`config.mk`:
```
export PLATFORM = sky130hd
export DESIGN_NAME = adr_seq_ctrl
export DESIGN_NICKNAME = d
export VERILOG_FILES = /design/src/rtl/adr_seq_ctrl.sv
export SDC_FILE = /design/constraint.sdc
export NUM_CORES = 1
export LEC_CHECK = 0
export CORE_MARGIN = 1.5
export CORE_UTILIZATION = 45
export CTS_CLUSTER_DIAMETER = 30
export DETAILED_ROUTE_END_ITERATION = 8
export HOLD_SLACK_MARGIN = 0.03
export PLACE_DENSITY = 0.67
export SLEW_MARGIN = 25
export SYNTH_ARGS = -nofsm -noshare
export SYNTH_HDL_FRONTEND = slang
export SYNTH_SLANG_ARGS = --single-unit
```
`constraint.sdc`:
```
create_clock -name iClk -period 1.9 [get_ports iClk]
set_clock_uncertainty 0.05 [all_clocks]
set_input_delay 0.57 -clock iClk [delete_from_list [all_inputs] [get_ports iClk]]
set_output_delay 0.57 -clock iClk [all_outputs]
set_load 0.02 [all_outputs]
```
`src/rtl/adr_seq_ctrl.sv`:
```
// ADR sequencer: qualifies PSU power-fail, drives ADR_TRIGGER# to the PCH,
// times the PCH response, generates ADR ACK and keeps a sticky timeout flag.
// Ports: iClk/iRst_n (async low reset), iAdrMode0/1, iAdrComplete, iArm,
//   iSlpS5_n, iPwrFail_n in; oAdrTrigger_n, oAdrAck, oAdrActive,
//   oAdrTimeout, oState[2:0] out (all registered).
module adr_seq_ctrl #(
    parameter int DEBOUNCE  = 4,
    parameter int TIMEOUT   = 2000,
    parameter int ACK_WIDTH = 4
) (
    input  logic       iClk,
    input  logic       iRst_n,
    input  logic       iAdrMode0,
    input  logic       iAdrMode1,
    input  logic       iAdrComplete,
    input  logic       iArm,
    input  logic       iSlpS5_n,
    input  logic       iPwrFail_n,
    output logic       oAdrTrigger_n,
    output logic       oAdrAck,
    output logic       oAdrActive,
    output logic       oAdrTimeout,
    output logic [2:0] oState
);

    localparam logic [2:0] S_IDLE    = 3'd0;
    localparam logic [2:0] S_ARMED   = 3'd1;
    localparam logic [2:0] S_QUAL    = 3'd2;
    localparam logic [2:0] S_TRIGGER = 3'd3;
    localparam logic [2:0] S_ACK     = 3'd4;
    localparam logic [2:0] S_DONE    = 3'd5;
    localparam logic [2:0] S_FAULT   = 3'd6;

    localparam logic [7:0]  DEB_LAST = 8'(DEBOUNCE - 1);
    localparam logic [15:0] TO_LAST  = 16'(TIMEOUT - 1);
    localparam logic [7:0]  ACK_LAST = 8'(ACK_WIDTH - 1);

    logic [2:0]  state_q, state_d;
    logic [7:0]  cnt_q, cnt_d;
    logic [15:0] timer_q, timer_d;
    logic        trig_n_q, trig_n_d;
    logic        ack_q, ack_d;
    logic        active_q, active_d;
    logic        timeout_q, timeout_d;
    logic        mode_en;

    assign mode_en = iAdrMode1 | iAdrMode0;

    // State and registered outputs
    always_ff @(posedge iClk or negedge iRst_n) begin
        if (!iRst_n) begin
            state_q   <= S_IDLE;
            cnt_q     <= '0;
            timer_q   <= '0;
            trig_n_q  <= 1'b1;
            ack_q     <= 1'b0;
            active_q  <= 1'b0;
            timeout_q <= 1'b0;
        end else begin
            state_q   <= state_d;
            cnt_q     <= cnt_d;
            timer_q   <= timer_d;
            trig_n_q  <= trig_n_d;
            ack_q     <= ack_d;
            active_q  <= active_d;
            timeout_q <= timeout_d;
        end
    end

    // Next state and counters; counters reload on each state entry
    always_comb begin
        state_d = state_q;
        cnt_d   = cnt_q;
        timer_d = timer_q;
        if (!iSlpS5_n) begin
            state_d = S_IDLE;
            cnt_d   = '0;
            timer_d = '0;
        end else begin
            unique case (state_q)
                S_IDLE: begin
                    if (iArm && mode_en) begin
                        state_d = S_ARMED;
                        cnt_d   = '0;
                    end
                end
                S_ARMED: begin
                    if (!iArm || !mode_en) begin
                        state_d = S_IDLE;
                        cnt_d   = '0;
                    end else if (!iPwrFail_n) begin
                        state_d = S_QUAL;
                        cnt_d   = 8'd1;
                    end
                end
                S_QUAL: begin
                    if (iPwrFail_n) begin
                        state_d = S_ARMED;
                        cnt_d   = '0;
                    end else if (cnt_q == DEB_LAST) begin
                        state_d = S_TRIGGER;
                        cnt_d   = '0;
                        timer_d = '0;
                    end else begin
                        cnt_d = cnt_q + 8'd1;
                    end
                end
                S_TRIGGER: begin
                    // Complete takes precedence over an expiring timer
                    if (iAdrComplete) begin
                        state_d = S_ACK;
                        cnt_d   = '0;
                        timer_d = '0;
                    end else if (timer_q == TO_LAST) begin
                        state_d = S_FAULT;
                        timer_d = '0;
                    end else begin
                        timer_d = timer_q + 16'd1;
                    end
                end
                S_ACK: begin
                    if (cnt_q == ACK_LAST) begin
                        state_d = S_DONE;
                        cnt_d   = '0;
                    end else begin
                        cnt_d = cnt_q + 8'd1;
                    end
                end
                S_DONE:  state_d = S_DONE;
                S_FAULT: state_d = S_FAULT;
                default: begin
                    state_d = S_IDLE;
                    cnt_d   = '0;
                    timer_d = '0;
                end
            endcase
        end
    end

    // Outputs decoded from the next state so they change with it
    always_comb begin
        trig_n_d  = 1'b1;
        ack_d     = 1'b0;
        active_d  = 1'b0;
        timeout_d = timeout_q | (state_d == S_FAULT);
        unique case (state_d)
            S_TRIGGER, S_DONE: begin
                trig_n_d = 1'b0;
                active_d = 1'b1;
            end
            S_ACK: begin
                trig_n_d = 1'b0;
                active_d = 1'b1;
                ack_d    = 1'b1;
            end
            default: ;
        endcase
    end

    assign oAdrTrigger_n = trig_n_q;
    assign oAdrAck       = ack_q;
    assign oAdrActive    = active_q;
    assign oAdrTimeout   = timeout_q;
    assign oState        = state_q;

endmodule
```
==> results.toml, run 1 <==
[grt]
grt_usage = 0.217
grt_max_degree = 32
grt_pass1_vias = 1637
antenna_found_initial = 0
grt_pass1_wl_microns = 7310
grtUsageMet2 = 0.338
grt_overflow = 0
grt.busiest_layer = "met2"
use_met1 = 0.299
use_met3 = 0.0528

[finish]
drive_above_1_share = 0.290
n_fill_cell = 345
nets = 254
mostFrequentLayoutCell = "buf_4"
n_antenna_cell = 0
syn_to_final_growth_pct = 32.4
final_cell_mix = "37 x buf_4, 29 x dfrtp_1, 15 x nand2_1, 14 x a21oi_1"
final_util = 0.638

[critical_path]
crit_chain = "clkdlybuf4s50_1"
crit_fanout = 2
cpMaxStageDelayCell = "clkdlybuf4s50_1"
crit_type = "flip-flop to output pin"
critPathLaunchType = "flip-flop"
crit_family = "buffers and inverters"
slowest_delay_ns = 0.60
required_ns = 1.28
cp-end-kind = "output pin"
crit_arrival_ns = 1.21
worst-path-buf-inv = 1

[power]
powerDensity_nw_per_um2 = 564
p_leak_nw = 1.11
vdd_ir_drop_max_mv = 0.440

[sta]
fin_setup_tns_ns = 0
maxSlewHeadroom = 0.544
hold_viol = 0
period_needed_ns = 1.83
setup_viol = 0
timing.fmax_mhz = 546
slew_violations = 0
worst_pin_slew_ns = 0.678
period_share = 0.964

[yosys]
syn_inst = 192
synth_edf_count = 0
synth_warnings = 0
syn_area_per_cell_sq_um = 9.39
async_flop_share = 1.00
synth_seq_area_share = 0.431
synth-seq-cells = 31
synthDistinctLibCells = 55
syn_area_sq_um = 1800
ys.flop_type = "dfrtp_1"
syn-num-nets = 202

[floorplan]
die_w_microns = 66.3
core-area_sq_um = 3740
dieArea_sq_um = 4400
io_pins = 15
die_height_microns = 66.3
initial_core_util = 0.482
rows = 22

[hold_path]
hp-class = "flip-flop to flip-flop"

[route]
vias_per_cell = 5.68
final_antenna_net_count = 0
drtPass1Iterations = 4
drt_iter0_drc = 137
route.vias.total = 1665
drc = 0
wirelength_microns = 4300
wire_per_inst_microns = 14.7

[run]
cap_violations = 0

[placed_design]
dp_hpwl_microns = 3120
port_buffers = 14
gp_congestion = 0.959

[clock_network]
clockRootBuffer = "clkbuf_8"
path_clk_slew_ns = 0.06
htree_levels = 2
cts_buffers = 5
ctsHoldBuffers = 0
cts_sinks = 31
cts_tree = "yes"
clock_path_buffers = 2
insertion_delay_ns = 0.28

[run_status]
status = "finished, final reports clean"
power breakdown:
part	total (mW)	switching, mW	internal [mW]
clock	0.563	0.233	0.330
combinational	0.114	0.0622	0.0519
sequential	0.670	0.00608	0.664
total	1.35	0.301	1.05
cell type report:
cell class / count / area, sq um / area share
clock buffers: 8 / 100 / 0.0419
inverters: 10 / 37.5 / 0.0157
multi-input cells: 143 / 983 / 0.412
flip-flops and latches: 31 / 778 / 0.326
well taps: 48 / 60.1 / 0.0252
repair buffers: 53 / 428 / 0.179
metrics by stage:
stage               setup WS (ns)  area, sq um  power, mW  cells  hold WS [ns]
global placement           -0.409         2250      0.794    285         0.389
detailed placement         -0.500         2250      0.797    285         0.394
finish                     0.0675         2390       1.35    293         0.408
floorplan                  0.0578         1800      0.735    192         0.224
global route             -0.00190         2390       1.40    293         0.429
CTS                       0.00232         2370       1.36    293         0.409
per-layer routing:
metal,vias up,wire length [microns]
met3,5,148
met1,811,2100
met4,0,25
met5,-,0
li1,819,-
met2,30,2020
Yosys cell counts (all sizes together) (3+ instances only):
cell   instances  area (sq um)
and3           7          43.8
or3            4          25.0
a21o           5          37.5
a21oi         14          70.1
nand3          7          40.0
and4           3          27.5
o21ai         12          60.1
buf            7          43.8
nor2          10          37.5
inv           10          37.5
a31oi         10          68.8
nor4b          3          32.5
nand2         17          66.3
nor4           3          18.8
dfrtp         30           751
a22o           7          61.3
nor2b          3          18.8
nor3           4          25.0
cell families after synthesis:
logic type	count (synthesis)	synth area share
buffers and inverters	18	0.0472
XOR/XNOR	3	0.0146
flip-flops	31	0.431
multiplexers	2	0.0111
AND/OR/NAND/NOR	74	0.240
AO/OA/AOI/OAI	62	0.242
adder cells (fa/ha/maj)	2	0.0139
final timing paths:
path	from	endpoint	slack [ns]	cells after the start
setup / recovery	oAdrTimeout$_DFF_PN0_	oAdrTimeout	0.07	1
hold / removal	oAdrTimeout$_DFF_PN0_	oAdrTimeout$_DFF_PN0_	0.41	1
setup reg to reg	timer_q[0]$_DFFE_PN0P_	timer_q[14]$_DFFE_PN0P_	0.09	6
hold reg to reg	oAdrTimeout$_DFF_PN0_	oAdrTimeout$_DFF_PN0_	0.41	1
max in group asynchronous	iRst_n	oAdrTrigger_n$_DFF_PN1_	0.83	2
min in group asynchronous	iRst_n	cnt_q[3]$_DFFE_PN0P_	0.64	2
repair_timing:
action                                  in CTS  in global routing
buffers inserted                             0                  0
gates resized for setup                     21                  4
endpoints found under the setup margin      31                 14
pin swaps                                    5                  1
state kept, by name, summed over array words and instances (netlist names):
signal,count
oAdrActive,1
timer_q,16
oAdrTimeout,1
cnt_q,8
oAdrAck,1
oState,3
oAdrTrigger_n,1
Note: power is estimated with default switching activity, not from simulation.
==> run 2: changes to the inputs <==
--- a/config.mk
+++ b/config.mk
@@ -5,12 +5,14 @@
 export SDC_FILE = /design/constraint.sdc
 export NUM_CORES = 1
 export LEC_CHECK = 0
+export CELL_PAD_IN_SITES_DETAIL_PLACEMENT = 0
+export CELL_PAD_IN_SITES_GLOBAL_PLACEMENT = 1
 export CORE_MARGIN = 1.5
-export CORE_UTILIZATION = 45
+export CORE_UTILIZATION = 40
 export CTS_CLUSTER_DIAMETER = 30
 export DETAILED_ROUTE_END_ITERATION = 8
 export HOLD_SLACK_MARGIN = 0.03
-export PLACE_DENSITY = 0.67
+export PLACE_DENSITY_LB_ADDON = 0.1
 export SLEW_MARGIN = 25
 export SYNTH_ARGS = -nofsm -noshare
 export SYNTH_HDL_FRONTEND = slang
==> run 2 against run 1 <==
  * Setup slack got worse by 0.0060 ns
  * Count of clock-buffer cells in the layout shrank 2
  * Via count is 3.9% higher
  * Critical endpoint is now oAdrAck
  * Total power is 9.9% higher
  * Flip-flop and latch count unchanged
  * Largest cell class unchanged
  * Hold slack gained 0.0077 ns
  * Routed wire length is 9.6% higher
  * Sequential share of layout area decreased by 1.2 points
  * Cell area is 4.0% higher
==> results.toml, run 2 (synthesized netlist as in run 1, its figures left out) <==
[critical_path]
path_depth = 1
setup.worst_path.end = "oAdrAck"
critPathLaunchType = "flip-flop"
rr_worst_depth = 7
crit_chain = "clkdlybuf4s50_1"
crit_type = "flip-flop to output pin"
r2r_end = "oState[2]$_DFF_PN0_"
crit_arrival_ns = 1.22
worst-path-buf-inv = 1
crit_fanout = 1
slowest_delay_ns = 0.60
crit_start = "oAdrAck$_DFF_PN0_"
r2r_start = "timer_q[5]$_DFFE_PN0P_"
required_ns = 1.28
reg2reg_slack_ns = 0.09
cpMaxStageDelayCell = "clkdlybuf4s50_1"
cp-end-kind = "output pin"
crit_family = "buffers and inverters"

[run_status]
status = "finished, final reports clean"

[finish]
final_cell_area_sq_um = 2480
final_cell_mix = "46 x buf_4, 29 x dfrtp_1, 16 x nand2_1, 14 x a21oi_1"
drive_above_1_share = 0.319
mostFrequentLayoutCell = "buf_4"
largest_register_ff_count = 16
largest-register = "timer_q"
n_antenna_cell = 0
syn_to_final_growth_pct = 37.7
nets = 263
final_cells = 306

[floorplan]
dieArea_sq_um = 4920
initial_core_util = 0.414
die_height_microns = 70.1
io_pins = 15
rows = 24
die_w_microns = 70.1
core-area_sq_um = 4350

[sta]
setup_viol = 0
slew_violations = 0
period_share = 0.968
timing.fmax_mhz = 544
worst_slack_ns = 0.0614
rsz0062_at_grt = "false"
period_needed_ns = 1.84
maxSlewHeadroom = 0.759
hold_viol = 0
worst_pin_slew_ns = 0.356

[grt]
antenna_found_initial = 0
grt_overflow = 0
grt_pass1_wl_microns = 8150
grt_usage = 0.206
grt_pass1_vias = 1805
grt_max_degree = 32

[clock_network]
clockRootBuffer = "clkbuf_8"
cts_sinks = 31
cts_tree = "yes"
path_clk_slew_ns = 0.07
cts_buffers = 5
clock_path_buffers = 2
ctsHoldBuffers = 0
insertion_delay_ns = 0.28
htree_levels = 2

[route]
wirelength_microns = 4710
drt_iter0_drc = 119
drc = 0
vias_per_cell = 5.65
drtPass1Iterations = 4
final_antenna_net_count = 0
route.vias.total = 1730
wire_per_inst_microns = 15.4

[hold_path]
hp-class = "flip-flop to flip-flop"
holdPathStages = 1

[power]
p_leak_nw = 1.19
powerDensity_nw_per_um2 = 596
vdd_ir_drop_max_mv = 0.355

[placed_design]
pre_cts_slack_ns = -0.473
dp.cells = 293
port_buffers = 14
place_area_sq_um = 2300
gp_congestion = 0.812
dp_hpwl_microns = 3350

[run]
cap_violations = 0
-- run 2: cell types whose count changed in the layout (fill, tap and decap cells not counted), sizes merged --
cell	delta
buf	+9
bufinv	+1
clkbuf	-2
clkdlybuf4s50	-1
clkinv	+1
dlymetal6s2s	+1
-- run 2: power by group --
part | internal (mW) | leakage, nW | switching, mW | total [mW]
Clock | 0.424 | 0.0612 | 0.262 | 0.686
Combinational | 0.0593 | 0.698 | 0.0664 | 0.126
Sequential | 0.663 | 0.427 | 0.00500 | 0.668
-- run 2: metrics by stage --
stage          power (mW)  TNS [ns]  hold WS [ns]  utilization
2_1_floorplan       0.735         0         0.224            -
3_3_place_gp        0.801     -8.58         0.393        0.527
3_5_place_dp        0.805     -9.50         0.409        0.527
4_1_cts              1.50         0         0.429        0.563
5_1_grt              1.53         0         0.448        0.570
6_report             1.48         0         0.416        0.570
-- run 2: cell type report --
cell class              instances  area, sq um
inverters                      10         37.5
flip-flops and latches         31          778
clock buffers                   6         82.6
clock inverters                 2         35.0
multi-input cells             143          983
well taps                      52         65.1
repair buffers                 62          500
fillers                       390         1870
-- run 2: what timing repair did --
action,CTS,global route
setup buffers,2,2
gates resized for setup,18,9
pin swaps,7,1
setup endpoints to repair,22,13
cloned,1,0
-- run 2: worst min path at each step --
stage | to | from | slack (ns)
final | oAdrTimeout$_DFF_PN0_ | oAdrTimeout$_DFF_PN0_ | 0.42
after global placement | oAdrTimeout$_DFF_PN0_ | oAdrTimeout$_DFF_PN0_ | 0.39
after detailed placement | oAdrTimeout$_DFF_PN0_ | oAdrTimeout$_DFF_PN0_ | 0.41
after global routing | oAdrTimeout$_DFF_PN0_ | oAdrTimeout$_DFF_PN0_ | 0.45
after floorplan | cnt_q[0]$_DFFE_PN0P_ | iRst_n | 0.22
after CTS | oAdrTimeout$_DFF_PN0_ | oAdrTimeout$_DFF_PN0_ | 0.43
-- run 2: metal layers --
layer	up-vias	wire length, microns	global-route usage
li1	836	-	-
met3	10	172	0.0476
met5	-	0	0
met2	36	2170	0.322
met4	0	71	0.0620
met1	848	2300	0.287
